===== config.mk =====
export PLATFORM = sky130hd
export DESIGN_NAME = tile_pixel_renderer
export DESIGN_NICKNAME = d
export VERILOG_FILES = /design/src/rtl/tile_pixel_renderer.sv
export SDC_FILE = /design/constraint.sdc
export NUM_CORES = 1
export LEC_CHECK = 0
export ABC_CLOCK_PERIOD_IN_PS = 4250
export CORE_ASPECT_RATIO = 2
export CORE_MARGIN = 10
export CORE_UTILIZATION = 50
export CTS_CLUSTER_DIAMETER = 50
export DETAILED_ROUTE_END_ITERATION = 8
export GPL_TIMING_DRIVEN = 0
export PLACE_DENSITY_LB_ADDON = 0.08
export SLEW_MARGIN = 20
export SYNTH_ARGS = -nofsm -noshare
export SYNTH_HDL_FRONTEND = slang
export SYNTH_SLANG_ARGS = --single-unit

===== constraint.sdc =====
create_clock -name Clk -period 4.25 [get_ports Clk]
set_input_delay 0.6375 -clock Clk [delete_from_list [all_inputs] [get_ports Clk]]
set_output_delay 0.6375 -clock Clk [all_outputs]
set_load 0.1 [all_outputs]

===== src/rtl/tile_pixel_renderer.sv =====
// Per-pixel tile renderer: latches tile geometry once per frame, answers inside/edge
// queries through a 2-stage pipeline and publishes the previous frame's tile pixel count.
module tile_pixel_renderer #(
    parameter int          BORDER   = 2,
    parameter logic [23:0] FILL_RGB = 24'h000000,
    parameter logic [23:0] EDGE_RGB = 24'h808080,
    parameter logic [23:0] BG_RGB   = 24'hFFFFFF,
    parameter int          X_MAX    = 639,
    parameter int          Y_MAX    = 479
) (
    input  logic        Clk,
    input  logic        Reset,
    input  logic        frame_clk,
    input  logic [9:0]  BallX,
    input  logic [9:0]  BallY,
    input  logic [9:0]  BallS,
    input  logic        pix_valid,
    input  logic [9:0]  DrawX,
    input  logic [9:0]  DrawY,
    output logic [7:0]  Red,
    output logic [7:0]  Green,
    output logic [7:0]  Blue,
    output logic        rgb_valid,
    output logic        in_tile,
    output logic [18:0] tile_pix_cnt,
    output logic        tile_offscreen
);

    localparam logic signed [11:0] BW = 12'(BORDER);

    logic        fc_meta, fc_sync, fc_prev;
    logic        frame_tick;
    logic [9:0]  sh_x, sh_y, sh_s;
    logic signed [11:0] l_e, r_e, t_e, b_e, px, py;
    logic        in_vis, is_inside, on_edge;
    logic        s1_valid, s1_inside, s1_edge;
    logic        counted;
    logic [18:0] run_cnt;

    assign frame_tick = fc_sync & ~fc_prev;

    always_ff @(posedge Clk) begin
        if (Reset) begin
            fc_meta <= 1'b0;
            fc_sync <= 1'b0;
            fc_prev <= 1'b0;
        end else begin
            fc_meta <= frame_clk;
            fc_sync <= fc_meta;
            fc_prev <= fc_sync;
        end
    end

    always_ff @(posedge Clk) begin
        if (Reset) begin
            sh_x <= '0;
            sh_y <= '0;
            sh_s <= '0;
        end else if (frame_tick) begin
            sh_x <= BallX;
            sh_y <= BallY;
            sh_s <= BallS;
        end
    end

    // 12-bit signed keeps X+S (up to 2046) and X-S (down to -1023) exact
    assign l_e = $signed({2'b00, sh_x}) - $signed({2'b00, sh_s});
    assign r_e = $signed({2'b00, sh_x}) + $signed({2'b00, sh_s});
    assign t_e = $signed({2'b00, sh_y}) - $signed({2'b00, sh_s});
    assign b_e = $signed({2'b00, sh_y}) + $signed({2'b00, sh_s});
    assign px  = $signed({2'b00, DrawX});
    assign py  = $signed({2'b00, DrawY});

    always_comb begin
        in_vis    = (DrawX <= 10'(X_MAX)) && (DrawY <= 10'(Y_MAX));
        is_inside = in_vis && (px >= l_e) && (px <= r_e) && (py >= t_e) && (py <= b_e);
        on_edge   = is_inside && ((px < l_e + BW) || (px > r_e - BW) ||
                                  (py < t_e + BW) || (py > b_e - BW));
    end

    always_ff @(posedge Clk) begin
        if (Reset) begin
            s1_valid  <= 1'b0;
            s1_inside <= 1'b0;
            s1_edge   <= 1'b0;
        end else begin
            s1_valid  <= pix_valid;
            s1_inside <= pix_valid & is_inside;
            s1_edge   <= pix_valid & on_edge;
        end
    end

    always_ff @(posedge Clk) begin
        if (Reset) begin
            {Red, Green, Blue} <= '0;
            rgb_valid          <= 1'b0;
            in_tile            <= 1'b0;
        end else begin
            rgb_valid <= s1_valid;
            in_tile   <= s1_inside;
            if (!s1_valid)
                {Red, Green, Blue} <= '0;
            else if (s1_edge)
                {Red, Green, Blue} <= EDGE_RGB;
            else if (s1_inside)
                {Red, Green, Blue} <= FILL_RGB;
            else
                {Red, Green, Blue} <= BG_RGB;
        end
    end

    assign counted = rgb_valid & in_tile;

    // A pixel counted on the tick cycle opens the new frame rather than closing the old one
    always_ff @(posedge Clk) begin
        if (Reset) begin
            run_cnt        <= '0;
            tile_pix_cnt   <= '0;
            tile_offscreen <= 1'b1;
        end else if (frame_tick) begin
            tile_pix_cnt   <= run_cnt;
            tile_offscreen <= (run_cnt == '0);
            run_cnt        <= counted ? 19'd1 : '0;
        end else if (counted && run_cnt != '1) begin
            run_cnt <= run_cnt + 19'd1;
        end
    end

endmodule


==> impl_metrics.yaml <==
global_routing:
  antenna_found_initial: 0
  grt_pass1_wl_um: 33000
  grt_pass1_vias: 6708
  grt-ovfl-total: 0
  grt_max_degree: 22
  gr-usage-all-layers_pct: 20.3
timing:
  final.period_utilization_pct: 96.9
  setup_viol_count_final: 0
  worst_clock_skew_ns: 0.0100
  whs_ns: 0.424
  maxSlewHeadroom_pct: 32.8
  fmax_mhz: 243
  tightest_slew_ns: 1.00
  hold_viol: 0
  period_minus_slack_ns: 4.12
  setup_slack_ns: 0.133
  slew_viol_final: 0
synth:
  ys_seq_area_share_pct: 21.7
  synth_edf_count: 0
  synth_cells: 912
  syn_nets: 1092
  synthFlopType: "dfxtp_1"
  async_flop_share_pct: 0
  synth_seq_cells: 79
  yosysWarnings: 0
  synth_top_family_by_area: "adder cells"
  synthMuxAreaShare_pct: 0.137
  synth-simple-area-share_pct: 21.3
  syn_area_um2: 7300
  synth_xor_area_share_pct: 8.57
  ys_types: 78
  synth_fa_ha_area_share_pct: 22.0
  synth_compound_area_share_pct: 19.1
  avgSynthCellArea_um2: 8.01
finish:
  area_growth_pct: 22.9
  fin_area_um2: 8970
  final_cell_mix: "nand2_1, ha_1, clkdlybuf4s50_1"
  finalNetCount: 1208
  drive_gt1_share_pct: 9.21
  mostFrequentLayoutCell: "nand2_1"
  final_cells: 1224
  diodes: 0
clocking:
  htreeDepth: 3
  root_buffer: "clkbuf_16"
  clk_path_buf_depth: 2
  worstSkewPairLatency_ns: 0.34
  numCtsBuffers: 9
  postCtsHoldBufs: 0
  tritoncts: "yes"
  clkTransAtPathRegs_ns: 0.07
  clock-sinks: 79
routing:
  dr.pass1.iters: 6
  ant_nets: 0
  via_per_inst: 5.50
  wire_per_inst_um: 16.8
  remaining_drc_errors: 0
  totalWireLength_um: 20600
  dr_total_vias: 6733
  first_iter_violations: 224
floorplanning:
  die_area_um2: 20100
  coreArea_um2: 14400
  core.rowCount: 62
  io_pins: 100
  die_w_um: 105
  fp.dieH_um: 191
  start_util_pct: 50.9
placement:
  gp_congestion: 0.878
  io_buffers: 99
  pre_cts_ws_ns: -0.550
  hpwl_um: 17300
  numPlacedInstances: 1203
  placed_area_um2: 8530
worst_setup_path:
  crit_slowest_cell: "dfxtp_4"
  setup.worst_path.end_class: "flop"
  cpMostUsedCell: "a211o_1"
  cpPeakStageDelay_ns: 0.39
  crit_type: "flop to flop"
  cp-start-kind: "flop"
  path_cells: "clkinvlp_4, buf_6, fa_2, a211o_1, o211ai_2, nand2b_1, a21oi_2, xnor2_4, nor3_4, xnor2_1, ha_1, a211o_1, nor3_1, a221o_1, nor2b_1, a311oi_1, o311a_1, a41oi_2"
  timing.critical_path.fanout_max: 5
  arrival_ns: 4.34
  cp.required_ns: 4.47
power:
  power_density_nw_per_um2: 282
  finalPower_mw: 2.53
  max-vdd-ir-drop_uv: 223
  cellLeakagePower_nw: 3.76
run_status:
  status: "finished, final reports clean"
worst_hold_path:
  holdCritPathClass: "flop to flop"
run:
  max-cap-violations: 0
power by group:
part	switching (mW)	internal (mW)
clock	0.308	0.405
sequential	0.0166	0.753
combinational	0.590	0.458
layer usage:
layer | up-vias | share of wire, % | global-route usage (%)
met2 | 157 | 57 | 40.8
met1 | 3135 | 36 | 19.2
met4 | 0 | 3.9 | 9.02
met3 | 37 | 3.8 | 3.10
li1 | 3404 | - | -
met5 | - | 0 | 0
kinds of logic after synthesis:
kind of cell / after synthesis
DFF: 79
adders and majority gates: 126
xor gates and xnor gates: 68
AOI/OAI and AO/OA: 206
and+or+nand+nor: 314
muxes: 1
buffers and inverters: 118
cell type report:
| type | instances | area [um2] |
|---|---|---|
| Fill cell | 1304 | 5380 |
| Multi-Input combinational cell | 715 | 5280 |
| Sequential cell | 79 | 1590 |
| Timing Repair Buffer | 108 | 1060 |
| Buffer | 50 | 280 |
| Inverter | 65 | 248 |
| Clock buffer | 11 | 243 |
| Tap cell | 192 | 240 |
| Clock inverter | 4 | 22.5 |
metrics by stage:
stage / util, % / TNS [ns]
4_1_cts: 61.9 / 0
3_5_place_dp: 59.5 / -0.550
6_report: 62.5 / 0
3_3_place_gp: 59.5 / -0.528
5_1_grt: 62.5 / -0.0204
2_1_floorplan: - / 0
final timing paths:
| kind | start | end | slack, ns | depth (start not counted) |
|---|---|---|---|---|
| setup / recovery | sh_s[1] | s1_edge | 0.13 | 18 |
| hold / removal | s1_edge | Blue[5] | 0.42 | 1 |
| setup reg to reg | sh_s[1] | s1_edge | 0.13 | 18 |
| hold reg to reg | s1_edge | Blue[5] | 0.42 | 1 |
sequential cells by signal (all words and copies together) (netlist names):
register        flops
run_cnt            19
tile_pix_cnt       19
sh_s               10
sh_x               10
sh_y               10
Blue                2
fc_meta             1
fc_prev             1
fc_sync             1
in_tile             1
rgb_valid           1
s1_edge             1
s1_inside           1
s1_valid            1
tile_offscreen      1
critical path, delay by kind of cell (launching register included):
family | cells | cell delay [ns]
XOR/XNOR | 2 | 0.26
AND/OR/NAND/NOR | 4 | 0.59
flip-flops | 1 | 0.39
buffers and inverters | 2 | 0.31
AO/OA/AOI/OAI | 8 | 1.74
adder cells (fa/ha/maj) | 2 | 0.69
Yosys cell counts, types with 3 or more instances:
cell type	count	share of area (%)
nand2b_1	12	1.0
fa_1	4	1.1
and2_1	5	0.43
xor2_1	29	3.5
buf_1	3	0.15
nand3_1	24	1.6
a311o_1	3	0.41
nor3_1	14	0.96
nor2_1	51	2.6
inv_2	3	0.15
o21ai_0	26	1.8
buf_2	3	0.21
clkbuf_1	24	1.2
nor4_1	8	0.69
xnor2_2	3	0.67
a31oi_1	3	0.26
inv_1	62	3.2
o311a_1	3	0.41
o31a_1	5	0.60
xnor2_1	35	4.2
and3_1	5	0.43
dfxtp_1	79	22
a211oi_1	9	0.93
o211ai_1	3	0.31
buf_4	23	2.4
a211o_1	3	0.36
ha_1	122	21
and4_1	7	0.84
nand4_1	14	1.2
o21bai_1	3	0.31
a41oi_1	3	0.36
o21a_1	17	1.7
o31ai_1	3	0.31
a221oi_1	5	0.60
a21o_1	12	1.2
nor2b_1	24	2.1
nand2_1	127	6.5
a21oi_1	83	5.7
repair_timing:
item | 4_1_cts | 5_1_grt
gates cloned | 0 | 0
setup buffers | 3 | 6
pin swaps | 3 | 9
resized for setup | 15 | 17
endpoints found under the setup margin | 1 | 1
Note: power is estimated with default switching activity, not from simulation.
